===== src/rtl/sdio_rx_pingpong.sv =====
// Two-slot (ping-pong) receive byte buffer between the SDIO data deserializer and sdio_dma.
// Define SDIO_RXBUF_OVF_CNT_EN to build the saturating dropped-byte counter (ovf_cnt).
module sdio_rx_pingpong #(
  parameter int LEN = 16
) (
  input  logic           bus_clk,
  input  logic           rstn,
  input  logic           buf_rst,
  input  logic           rx_start,
  input  logic [LEN-1:0] blk_len,
  input  logic           rx_byte_en,
  input  logic [7:0]     rx_byte,
  input  logic           buf_free,
  output logic [7:0]     buf0,
  output logic [7:0]     buf1,
  output logic           buf0_rd_rdy,
  output logic           buf1_rd_rdy,
  output logic           rx_ready,
  output logic           rx_ovf,
  output logic           dma_end,
  output logic [LEN-1:0] rx_cnt,
  output logic [7:0]     ovf_cnt,
  output logic [1:0]     rx_state
);

  // state | meaning
  // IDLE  | waiting for rx_start
  // RECV  | accepting bytes until rx_cnt reaches len_q
  // DRAIN | waiting for the DMA to empty both slots
  // DONE  | one cycle; dma_end is registered from this state
  typedef enum logic [1:0] {
    IDLE  = 2'd0,
    RECV  = 2'd1,
    DRAIN = 2'd2,
    DONE  = 2'd3
  } st_t;

  st_t            st, st_nxt;
  logic           dma_end_nxt;
  logic [LEN-1:0] len_q;
  logic           wr_ptr, rd_ptr;
  logic [1:0]     rdy, rdy_nxt;
  logic           free_ok, slot_open, recv_more, accept, drop, start_ok;

  assign buf0_rd_rdy = rdy[0];
  assign buf1_rd_rdy = rdy[1];
  assign rx_state    = st;

  // A free of a slot that holds nothing is a DMA protocol error and is ignored.
  assign free_ok   = buf_free & rdy[rd_ptr];
  assign slot_open = ~rdy[wr_ptr] | (buf_free & (rd_ptr == wr_ptr));
  assign recv_more = (st == RECV) & (rx_cnt != len_q);
  assign accept    = recv_more & rx_byte_en & slot_open;
  assign drop      = recv_more & rx_byte_en & ~slot_open;
  assign start_ok  = (st == IDLE) & rx_start;
  assign rx_ready  = (st == RECV) & slot_open;

  always_comb begin
    st_nxt      = st;
    dma_end_nxt = 1'b0;
    case (st)
      IDLE:    if (rx_start) st_nxt = RECV;
      RECV:    if (rx_cnt == len_q) st_nxt = DRAIN;
      DRAIN:   if (rdy == 2'b00) st_nxt = DONE;
      DONE: begin
        dma_end_nxt = 1'b1;
        st_nxt      = IDLE;
      end
      default: st_nxt = IDLE;
    endcase
  end

  always_ff @(posedge bus_clk or negedge rstn) begin
    if (!rstn)        st <= IDLE;
    else if (buf_rst) st <= IDLE;
    else              st <= st_nxt;
  end

  // Free is applied before the write, so a same-cycle free+write of one slot leaves it ready.
  always_comb begin
    rdy_nxt = rdy;
    if (free_ok) rdy_nxt[rd_ptr] = 1'b0;
    if (accept)  rdy_nxt[wr_ptr] = 1'b1;
  end

  always_ff @(posedge bus_clk or negedge rstn) begin
    if (!rstn) begin
      len_q   <= '0;
      rx_cnt  <= '0;
      wr_ptr  <= 1'b0;
      rd_ptr  <= 1'b0;
      rdy     <= 2'b00;
      buf0    <= 8'h00;
      buf1    <= 8'h00;
      rx_ovf  <= 1'b0;
      dma_end <= 1'b0;
    end else if (buf_rst) begin
      len_q   <= '0;
      rx_cnt  <= '0;
      wr_ptr  <= 1'b0;
      rd_ptr  <= 1'b0;
      rdy     <= 2'b00;
      buf0    <= 8'h00;
      buf1    <= 8'h00;
      rx_ovf  <= 1'b0;
      dma_end <= 1'b0;
    end else begin
      dma_end <= dma_end_nxt;
      if (start_ok) begin
        len_q  <= blk_len;
        rx_cnt <= '0;
        wr_ptr <= 1'b0;
        rd_ptr <= 1'b0;
        rdy    <= 2'b00;
        rx_ovf <= 1'b0;
      end else begin
        rdy <= rdy_nxt;
        if (free_ok) rd_ptr <= ~rd_ptr;
        if (accept) begin
          if (wr_ptr) buf1 <= rx_byte;
          else        buf0 <= rx_byte;
          wr_ptr <= ~wr_ptr;
          rx_cnt <= rx_cnt + LEN'(1);
        end
        if (drop) rx_ovf <= 1'b1;
      end
    end
  end

`ifdef SDIO_RXBUF_OVF_CNT_EN
  logic [7:0] ovf_q;

  always_ff @(posedge bus_clk or negedge rstn) begin
    if (!rstn)                         ovf_q <= 8'h00;
    else if (buf_rst || start_ok)      ovf_q <= 8'h00;
    else if (drop && (ovf_q != 8'hFF)) ovf_q <= ovf_q + 8'd1;
  end

  assign ovf_cnt = ovf_q;
`else
  assign ovf_cnt = 8'h00;
`endif

endmodule


===== config.mk =====
export PLATFORM = sky130hd
export DESIGN_NAME = sdio_rx_pingpong
export DESIGN_NICKNAME = d
export VERILOG_FILES = /design/src/rtl/sdio_rx_pingpong.sv
export SDC_FILE = /design/constraint.sdc
export NUM_CORES = 1
export LEC_CHECK = 0
export BUFFER_PORTS_ARGS = -buffer_cell sky130_fd_sc_hd__buf_2
export CORE_MARGIN = 2
export CORE_UTILIZATION = 30
export CTS_BUF_LIST = sky130_fd_sc_hd__clkbuf_8
export DETAILED_ROUTE_END_ITERATION = 12
export SLEW_MARGIN = 30
export SYNTH_ARGS = -nofsm -noshare
export SYNTH_HDL_FRONTEND = slang
export SYNTH_SLANG_ARGS = --single-unit

===== constraint.sdc =====
create_clock -name bus_clk -period 2.2 [get_ports bus_clk]
set_clock_uncertainty 0.15 [all_clocks]
set_input_delay 0.66 -clock bus_clk [delete_from_list [all_inputs] [get_ports bus_clk]]
set_output_delay 0.66 -clock bus_clk [all_outputs]
set_load 0.03 [all_outputs]

* Word-level counts from Yosys, hierarchy flattened
Cells that the tools add are included.
** Storage, ports and cells
- Register bits after elaboration :: 56
- Output and inout port bits :: 47
- Logic and storage cells :: 96
** Operators by class
- $add $sub $neg :: 1
- Magnitude comparators :: 4
- Equality and inequality tests :: 11
- Multiplexer cells :: 41
- Bitwise gates (word level) :: 16
- Reductions and logical operators :: 13
** Operator list (number)
- $mux 16 :: 5
- $mux 8 :: 8
- $mux 1 :: 17
- $add 16x1->16 const B :: 1
- $eq 16x16->1 :: 1
- $mux 2 :: 8
- $ne 16x16->1 :: 1
- $reduce_and 3->1 :: 3
- $reduce_bool 3->1 :: 3
- $and 1x1->1 :: 8
- $pmux 2 s4 :: 1
- $ne 3x3->1 const B :: 2
- $reduce_bool 2->1 :: 3
- $eq 2x2->1 const B :: 2
- $logic_not 2->1 :: 2
- $lt 1x2->1 const B :: 2
- $ne 2x2->1 const B :: 2
- $not 1->1 :: 4
- $ne 3x2->1 const B :: 1
- $and 2x2->2 :: 1
- $demux 1 s1 :: 2
- $eq 2x1->1 const B :: 1
- $ge 1x1->1 const B :: 2
- $logic_and 1x1->1 :: 2
- other kinds (4) :: 4

* Depth between registers and ports, before layout
- Depth after elaboration :: 11
- Depth in mapped cells :: 9
- Mapped depth without buffers :: 7

* Worst setup path after synthesis
No wires, ideal clock.
- Kind :: register to register
- Start point :: register st[1] (netlist: rx_state[1])
- End point :: register rx_cnt[11]
- Arrival :: 2.049 ns
- Slack :: -0.076 ns
- Cell stages (with the launch flop) :: 7
- Buffers on the path :: 0
- Clock period less this slack :: 2.276 ns
- Cells stage by stage :: dfrtp_1 -> inv_1 -> ha_1 -> nand2_1 -> or4_4 -> or4_1 -> o21ai_1
** Between the ends
- Cells in the longest elaborated chain, start to end :: 5
** RTL lines
- start: declaration :: RTL line 38 : st_t st, st_nxt;
- start signal: assignment :: RTL line 76 : else st <= st_nxt;
- $eq 2x1->1 :: RTL line 52 : assign recv_more = (st == RECV) & (rx_cnt != len_q);
- $and 1x1->1 :: RTL line 52
- $and 1x1->1 (2 in series) :: RTL line 53 : assign accept = recv_more & rx_byte_en & slot_open;
- $reduce_bool 3->1 (no line)
- end signal: assignment :: RTL line 123 : rx_cnt <= rx_cnt + LEN'(1);
- end: declaration :: RTL line 21 : output logic [LEN-1:0] rx_cnt,
Several ways; a longest one is shown, not always the timed one.
A chain may end at the register's enable or synchronous reset.

* Worst setup path after layout
- Start point :: register wr_ptr
- End point :: output port rx_ready
** Between the ends
- Cells in the longest elaborated chain, start to end :: 5
** RTL lines
- start: declaration :: RTL line 41 : logic wr_ptr, rd_ptr;
- start signal: assignment :: RTL line 122 : wr_ptr <= ~wr_ptr;
- $mux 1 (implied by the code) (2 in series) :: RTL line 51 : assign slot_open = ~rdy[wr_ptr] | (buf_free & (rd_ptr == wr_ptr));
- $not 1->1 :: RTL line 51
- $or 1x1->1 (*) :: RTL line 51
- $and 1x1->1 (*) :: RTL line 56 : assign rx_ready = (st == RECV) & slot_open;
- end: declaration :: RTL line 18 : output logic rx_ready,
Every way passes the cells marked *; elsewhere a longest branch is shown, timed or not. The select of a mux whose other input is x is not followed.

==> results.json <==
{
  "worstHoldPathType": "primary input to async pin",
  "die_w_um": 105,
  "status": "complete, but fails checks",
  "first_iter_violations": 127,
  "fp-row-count": 36,
  "slew_headroom": 0.645,
  "async_flop_share": 1.00,
  "grt_usage": 0.149,
  "clock.fmax_mhz": 441,
  "drv_slew": 0,
  "synth_edf_count": 0,
  "via_per_inst": 4.81,
  "grt_pass1_vias": 2640,
  "finalWorstSetupSlack_ns": -0.0658,
  "yosys-top-cells-area": "dfrtp_1 46%, nand2_1 6.4%, mux2i_1 5.9%",
  "h-tree-depth": 2,
  "start_kind": "register",
  "worstMarginPinSlew_ns": 0.528,
  "seq_area_sq_um": 1410,
  "insertion_delay_ns": 0.32,
  "worstPathRequired_ns": 1.39,
  "drc_errors": 0,
  "port_buffers": 68,
  "avgRoutedWirePerCell_um": 14.4,
  "syn_inst": 324,
  "final_nets": 467,
  "io_pins": 77,
  "post-route-min-period_ns": 2.27,
  "violations": "setup timing",
  "cts_tree": "yes",
  "cts.sinks": 56,
  "setup_violations": 2,
  "synth_seq_area_share": 0.459,
  "dpl.cell_count": 551,
  "regToRegSetupSlack_ns": -0.02,
  "routed_wl_um": 8180,
  "synth-main-ff-cell": "dfrtp_1",
  "dieArea_sq_um": 11000,
  "mostFrequentLayoutCells": "67 x buf_2, 50 x nand2_1, 49 x dfrtp_1, 48 x buf_4, 29 x a21oi_1",
  "rsz0062_at_grt": "true",
  "worstPathMaxFanout": 3,
  "grt-ovfl-total": 0,
  "fillers": 971,
  "root_buffer": "clkbuf_8",
  "ir_drop_mv": 0.269,
  "antenna_found_initial": 0,
  "cts_max_path_buffers": 2,
  "dieHeight_um": 105,
  "yosysTopAreaCellShare": 0.459,
  "synth_area_leader_cell": "dfrtp_1",
  "cpPeakStageDelay_ns": 0.45,
  "final_common_cell": "buf_2",
  "synth.avg_cell_area_sq_um": 9.43,
  "hold_viol": 0,
  "dr.pass1.iters": 4,
  "ys_warn_count": 0,
  "critical_path.top_delay_family": "flip-flops",
  "crit_buf_inv": 1,
  "grt_max_degree": 57,
  "leakagePower_nw": 1.91,
  "synth_seq_cells": 56,
  "dp_hpwl_um": 6020,
  "finalCritPeriodShare": 1.03,
  "netlist_area_sq_um": 3060,
  "vias": 2723,
  "ys_types": 43,
  "cp_cell_sequence": "xnor2_2 > a21oi_2 > nor2b_1 > buf_4",
  "maxCapViolations": 0,
  "power_density_nw_per_um2": 740,
  "routabilityCongestion": 0.827,
  "fin_cells": 566,
  "fin_util": 0.413,
  "diodes": 0,
  "syn2layout_area_growth_pct": 32.7,
  "drive_gt1_frac": 0.370,
  "ant_nets": 0,
  "cts_hold_buf": 0,
  "slowest_stage": "dfrtp_1",
  "arrival_ns": 1.46,
  "critical_path_class": "register to primary output",
  "start_util": 0.311,
  "fp.coreArea_sq_um": 9820,
  "multi_input_area_sq_um": 1610,
  "cts_inserted_buffers": 5,
  "cp-end-kind": "primary output",
  "clk_pin_slew_ns": 0.10,
  "grt_pass1_wl_um": 13200
}
[layout make-up]
cell class                      count  area share
Sequential cell                    56       0.348
Tap cell                          133      0.0410
Clock buffer                        6      0.0204
Clock inverter                      2     0.00185
Timing Repair Buffer              120       0.188
Inverter                            4     0.00370
Multi-Input combinational cell    245       0.398
[power breakdown]
group | total (mW) | internal, mW | switching (mW)
sequential | 1.19 | 1.12 | 0.0705
combinational | 1.22 | 0.505 | 0.719
clock | 0.582 | 0.249 | 0.334
[worst reg2reg max path, delay by kind of cell (launching register included)]
family	cells	cell delay [ns]
buffers and inverters	2	0.18
adder cells (fa/ha/maj)	1	0.16
AO/OA/AOI/OAI	1	0.14
AND/OR/NAND/NOR	4	1.10
flip-flops	1	0.42
[final timing paths]
kind,startpoint,to,cells after the start
setup / recovery,wr_ptr,rx_ready,4
hold / removal,rstn,buf0[0],2
setup reg to reg,rx_state[1],rx_cnt[14],8
hold reg to reg,rx_ovf,rx_ovf,2
max in group asynchronous,rstn,rx_state[1],2
min in group bus_clk,rx_ovf,rx_ovf,2
[Yosys cell counts, drive strengths merged, types with 2 or more instances]
cell type   n
buf        12
nor4        3
xnor2      17
or4        15
nor3b       2
nand4       6
mux2i      18
a21oi      32
nand3       7
inv         4
dfrtp      56
nor2        9
clkbuf     14
and3        3
and2        2
nor2b       2
ha          5
nand2      52
o21a        2
nand2b     26
a31oi       2
o31ai       4
or3         8
nor3        2
o21ai      10
[layer usage]
layer	part of all wire	track usage	up-vias
li1	-	-	1327
met1	0.44	0.199	1311
met2	0.49	0.238	76
met3	0.047	0.0250	9
met4	0.019	0.0629	0
met5	0	0	-
[repair_timing]
action	in CTS	in global routing
pin swaps	4	15
resized for setup	7	23
setup endpoints to repair	6	28
setup buffers	5	2
gates cloned	0	0
[stage by stage]
step / total power [mW] / area (sq um) / setup TNS, ns / setup WS [ns] / hold WS, ns
4_1_cts: 2.97 / 3950 / -0.00774 / -0.00774 / 0.181
3_5_place_dp: 2.31 / 3800 / -1.08 / -0.183 / 0.373
5_1_grt: 3.19 / 4060 / -0.403 / -0.107 / 0.192
2_1_floorplan: 1.93 / 3090 / 0 / 0.00801 / 0.214
3_3_place_gp: 2.29 / 3800 / -0.850 / -0.198 / 0.378
6_report: 3.00 / 4060 / -0.0820 / -0.0658 / 0.168
[sequential cells by signal, summed over array words and instances, names as in the netlist, 2 cells and up]
register,flops
buf0,8
buf1,8
len_q,16
rdy,2
rx_cnt,16
rx_state,2
[cells by family (layout without fill, tap and decap cells)]
kind of cell    after synthesis  in the layout  share of synthesized area
other cells                   1              8                    0.00123
fa+ha+maj                     5              5                     0.0205
compound gates               57             57                      0.106
mux                          18             18                     0.0590
flops                        56             56                      0.459
buf+inv                      30            132                     0.0532
simple gates                140            140                      0.252
xor+xnor                     17             17                     0.0487
Power figures use the tool's default switching activity.
